<file path="src/rtl/button_debounce_if.sv">
// Button conditioning bundle: raw pin in, debounced level and edge strobes out.
interface button_debounce_if;
  logic btn_raw;
  logic level;
  logic rise;
  logic fall;

  modport master (
    output btn_raw,
    input  level,
    input  rise,
    input  fall
  );

  modport slave (
    input  btn_raw,
    output level,
    output rise,
    output fall
  );
endinterface

</file>
<file path="src/rtl/button_debounce.sv">
// Front-panel button debouncer: two-flop synchroniser, then a stability-counted
// four-state FSM driving a registered level plus one-cycle rise/fall strobes.
module button_debounce #(
    parameter int unsigned STABLE_CYCLES = 2000000,
    parameter int unsigned CNT_W         = 21
) (
    input logic               clk,
    input logic               rst,
    button_debounce_if.slave  btn_if
);

    typedef enum logic [1:0] {
        StLow,
        StWaitHigh,
        StHigh,
        StWaitLow
    } state_e;

    localparam logic [CNT_W-1:0] CntMax = CNT_W'(STABLE_CYCLES - 1);

    logic             s1_q;
    logic             s2_q;
    state_e           state_q;
    logic [CNT_W-1:0] cnt_q;
    logic             level_q;
    logic             rise_q;
    logic             fall_q;

    // Only s2_q is consumed downstream; btn_raw never reaches any other logic.
    always_ff @(posedge clk or posedge rst) begin
        if (rst) begin
            s1_q <= 1'b0;
            s2_q <= 1'b0;
        end else begin
            s1_q <= btn_if.btn_raw;
            s2_q <= s1_q;
        end
    end

    always_ff @(posedge clk or posedge rst) begin
        if (rst) begin
            state_q <= StLow;
            cnt_q   <= '0;
            level_q <= 1'b0;
            rise_q  <= 1'b0;
            fall_q  <= 1'b0;
        end else begin
            rise_q <= 1'b0;
            fall_q <= 1'b0;
            unique case (state_q)
                StLow: begin
                    if (s2_q) begin
                        state_q <= StWaitHigh;
                        cnt_q   <= '0;
                    end
                end
                StWaitHigh: begin
                    if (!s2_q) begin
                        state_q <= StLow;
                        cnt_q   <= '0;
                    end else if (cnt_q == CntMax) begin
                        state_q <= StHigh;
                        cnt_q   <= '0;
                        level_q <= 1'b1;
                        rise_q  <= 1'b1;
                    end else begin
                        cnt_q <= cnt_q + 1'b1;
                    end
                end
                StHigh: begin
                    if (!s2_q) begin
                        state_q <= StWaitLow;
                        cnt_q   <= '0;
                    end
                end
                StWaitLow: begin
                    if (s2_q) begin
                        state_q <= StHigh;
                        cnt_q   <= '0;
                    end else if (cnt_q == CntMax) begin
                        state_q <= StLow;
                        cnt_q   <= '0;
                        level_q <= 1'b0;
                        fall_q  <= 1'b1;
                    end else begin
                        cnt_q <= cnt_q + 1'b1;
                    end
                end
                default: begin
                    state_q <= StLow;
                    cnt_q   <= '0;
                    level_q <= 1'b0;
                end
            endcase
        end
    end

    // Outputs come straight from flops: downstream uses level as an async clear.
    assign btn_if.level = level_q;
    assign btn_if.rise  = rise_q;
    assign btn_if.fall  = fall_q;

endmodule

</file>
<file path="src/flat_wrapper.sv">
// flat-port wrapper written by rule: the top's interface ports become plain ports
module button_debounce_flat 
#(
    parameter int unsigned STABLE_CYCLES = 2000000,
    parameter int unsigned CNT_W         = 21
)
  (clk, rst, btn_if_btn_raw, btn_if_level, btn_if_rise, btn_if_fall);
  button_debounce_if btn_if_i ();
  input logic clk;
  input logic rst;
  input wire logic [$bits(btn_if_i.btn_raw)-1:0] btn_if_btn_raw;
  output wire logic [$bits(btn_if_i.level)-1:0] btn_if_level;
  output wire logic [$bits(btn_if_i.rise)-1:0] btn_if_rise;
  output wire logic [$bits(btn_if_i.fall)-1:0] btn_if_fall;
  assign btn_if_i.btn_raw = btn_if_btn_raw;
  assign btn_if_level = btn_if_i.level;
  assign btn_if_rise = btn_if_i.rise;
  assign btn_if_fall = btn_if_i.fall;
  button_debounce #(.STABLE_CYCLES(STABLE_CYCLES), .CNT_W(CNT_W)) u_core (.clk(clk), .rst(rst), .btn_if(btn_if_i));
endmodule
</file>
<file path="config.mk">
export PLATFORM = sky130hd
export DESIGN_NAME = button_debounce_flat
export DESIGN_NICKNAME = d
export VERILOG_FILES = /design/src/rtl/button_debounce_if.sv /design/src/rtl/button_debounce.sv /design/src/flat_wrapper.sv
export SDC_FILE = /design/constraint.sdc
export NUM_CORES = 1
export LEC_CHECK = 0
export ABC_AREA = 1
export BUFFER_PORTS_ARGS = -buffer_cell sky130_fd_sc_hd__buf_2
export CORE_MARGIN = 1.5
export CORE_UTILIZATION = 40
export DETAILED_ROUTE_END_ITERATION = 8
export HOLD_SLACK_MARGIN = 0.05
export PLACE_DENSITY_LB_ADDON = 0.08
export SLEW_MARGIN = 30
export SYNTH_ARGS = -nofsm -noshare
export SYNTH_HDL_FRONTEND = slang
export SYNTH_SLANG_ARGS = --single-unit
export TNS_END_PERCENT = 20
</file>
<file path="constraint.sdc">
create_clock -name clk -period 4 [get_ports clk]
set_clock_uncertainty 0.15 [all_clocks]
set_input_delay 0.8 -clock clk [delete_from_list [all_inputs] [get_ports clk]]
set_output_delay 0.8 -clock clk [all_outputs]
set_load 0.01 [all_outputs]
</file>
==> reports/qor.yml <==
cts.htree.levels: 1
core_um2: 3740
postSynthAreaPerCell_um2: 7.89
cts_tree: "yes"
yosysTopAreaCell: "dfrtp_1"
drive_gt1_share_pct: 14.5
cp_max_fo: 12
overflow: 0
clock_latency_ns: 0.28
yosysMostFrequentCell: "nand2_1"
finalSetupTns_ns: 0
first_pass_iters: 4
finalHoldViolCount: 0
vias_per_cell: 4.96
nNetsFinal: 213
hp-class: "flop to flop"
worstPathArrival_ns: 2.23
path_clk_slew_ns: 0.10
hp-start: "u_core.s1_q"
routed_wl_um: 3290
clock-root-buffer: "clkbuf_8"
fin_ws_ns: 1.82
stdcell_area_um2: 1700
worst_pin_slew_ns: 0.883
cts_resized: 0
post_drt_wl_per_cell_um: 12.9
cts_max_path_buffers: 2
via_count: 1266
path_class: "flop to flop"
synth-edff-count: 0
grt_first_pass_wirelength_um: 5710
period_needed_ns: 2.18
final_max_slew_viol_count: 0
ant_nets: 0
synth_commonest_cells: "nand2_1 (57), dfrtp_1 (28), inv_1 (23), nor2_1 (17)"
syn-num-nets: 206
async_reset_ff_share_pct: 100
place_congestion: 0.803
rsz0062_at_grt: "no"
numClockSinks: 28
setup_viol: 0
n_fill_cell: 410
die_area_um2: 4370
ys_ff_latch: 28
route.detailed.drc: 0
synthFlopType: "dfrtp_1"
period_share_pct: 54.6
rr_endpoint: "u_core.cnt_q[13]"
yosys.cell_types.count: 29
initialDrtViolationCount: 71
die_x_um: 66.1
hold_end: "u_core.s2_q"
die_h_um: 66.1
grt_max_degree: 29
postPlaceCellArea_um2: 1660
syn_to_final_growth_pct: 6.68
start_util_pct: 42.5
synth_area_leaders: "dfrtp_1 (44%), nand2_1 (13%), inv_1 (5.4%)"
postCtsHoldBufs: 0
num_antenna_cells: 0
ys_seq_area_share_pct: 44.0
r2r_slack_ns: 1.82
gr-usage-met1_pct: 24.8
outcome: "completed"
relSlewSlack_pct: 40.9
post-cts-setup-buffers: 0
holdPathStages: 0
cp.required_ns: 4.04
crit_path_start_kind: "flop"
synthDominantCellAreaShare_pct: 44.0
cp-end-kind: "flop"
yosysWarnings: 0
io_buffers: 5
rows: 22
num_io_pins: 6
grt_pass1_vias: 1205
fin_hold_ws_ns: 0.210
netlist_instances: 202
fmax_ghz: 0.458
busiest_layer: "met2"
p_per_area_nw_per_um2: 379
numCtsBuffers: 3
maxCapViolations: 0
p_total_mw: 0.644
ff2ff_path_depth: 4
antenna_found_initial: 0
syn_area_um2: 1590
use_met2_pct: 26.4
grt_util_met3_pct: 2.04
pre_cts_ws_ns: 1.82
leakage_nw: 0.772
vdd_ir_drop_max_uv: 141
dp_hpwl_um: 2340
grtUsageTotal_pct: 17.2
-- state kept, by name, indices dropped and copies added (netlist names), named ones only --
| register | count |
|---|---|
| u_core.cnt_q | 21 |
| u_core.btn_if.fall | 1 |
| u_core.btn_if.level | 1 |
| u_core.btn_if.rise | 1 |
| u_core.s1_q | 1 |
| u_core.s2_q | 1 |
| u_core.state_q | 1 |
-- where the power goes --
part	internal (mW)	switching [mW]	total (mW)	leakage (nW)
clock	0.0678	0.0901	0.158	0.0216
combinational	0.0375	0.119	0.157	0.368
sequential	0.304	0.0250	0.329	0.381
-- per-stage QoR --
stage,std cells,util (%)
final,255,45.4
after global placement,252,44.3
after floorplan,202,-
after global routing,255,45.4
after detailed placement,252,44.3
after CTS,255,45.4
-- final cells by class --
type,count,area [um2],share of cell area [%]
sequential,28,701,41.2
inverter,25,93.8,5.52
tap,48,60.1,3.53
clock buffer,3,41.3,2.43
multi-input combinational,146,778,45.8
timing repair buffer,5,25.0,1.47
-- critical path, cell delays in order (launching register included) --
cell and delay, ns:
dfrtp_1 0.42, xor2_1 0.19, nor2_1 0.68, inv_1 0.39
o21ai_0 0.27
-- layer usage --
metal / share of wire, % / routed length (um)
met5: 0 / 0
met3: 2.6 / 86
met4: 1.5 / 50
met1: 51 / 1660
met2: 45 / 1490
-- kinds of logic (layout without fill, tap and decap cells) --
group / after synthesis / count (layout) / share of synthesized area (%)
buffers and inverters: 28 / 33 / 7.15
XOR/XNOR: 9 / 9 / 4.95
AO/OA/AOI/OAI: 27 / 27 / 9.43
AND/OR/NAND/NOR: 109 / 109 / 33.7
adder cells (fa/ha/maj): 1 / 1 / 0.785
flip-flops: 28 / 28 / 44.0
-- how the worst max path moves through the flow --
stage,depth (start not counted),endpoint,startpoint
floorplan,9,u_core.cnt_q[19],u_core.cnt_q[0]
global placement,4,u_core.cnt_q[11],flop
detailed placement,4,u_core.cnt_q[6],flop
CTS,4,u_core.cnt_q[13],flop
global route,4,u_core.cnt_q[3],flop
finish,4,u_core.cnt_q[13],flop
-- layout by cell type, fill, tap and decap left out, drive strengths merged --
master	count
inv	25
o21bai	1
nand3b	1
nand4	2
nor2	25
dfrtp	28
nand3	13
o21ai	15
xnor2	2
a31oi	1
a21oi	4
o22ai	6
ha	1
buf	5
nor4	1
nor3	2
nand2	64
and3	1
xor2	7
clkbuf	3
No activity file was read; power rests on OpenSTA's default activity.
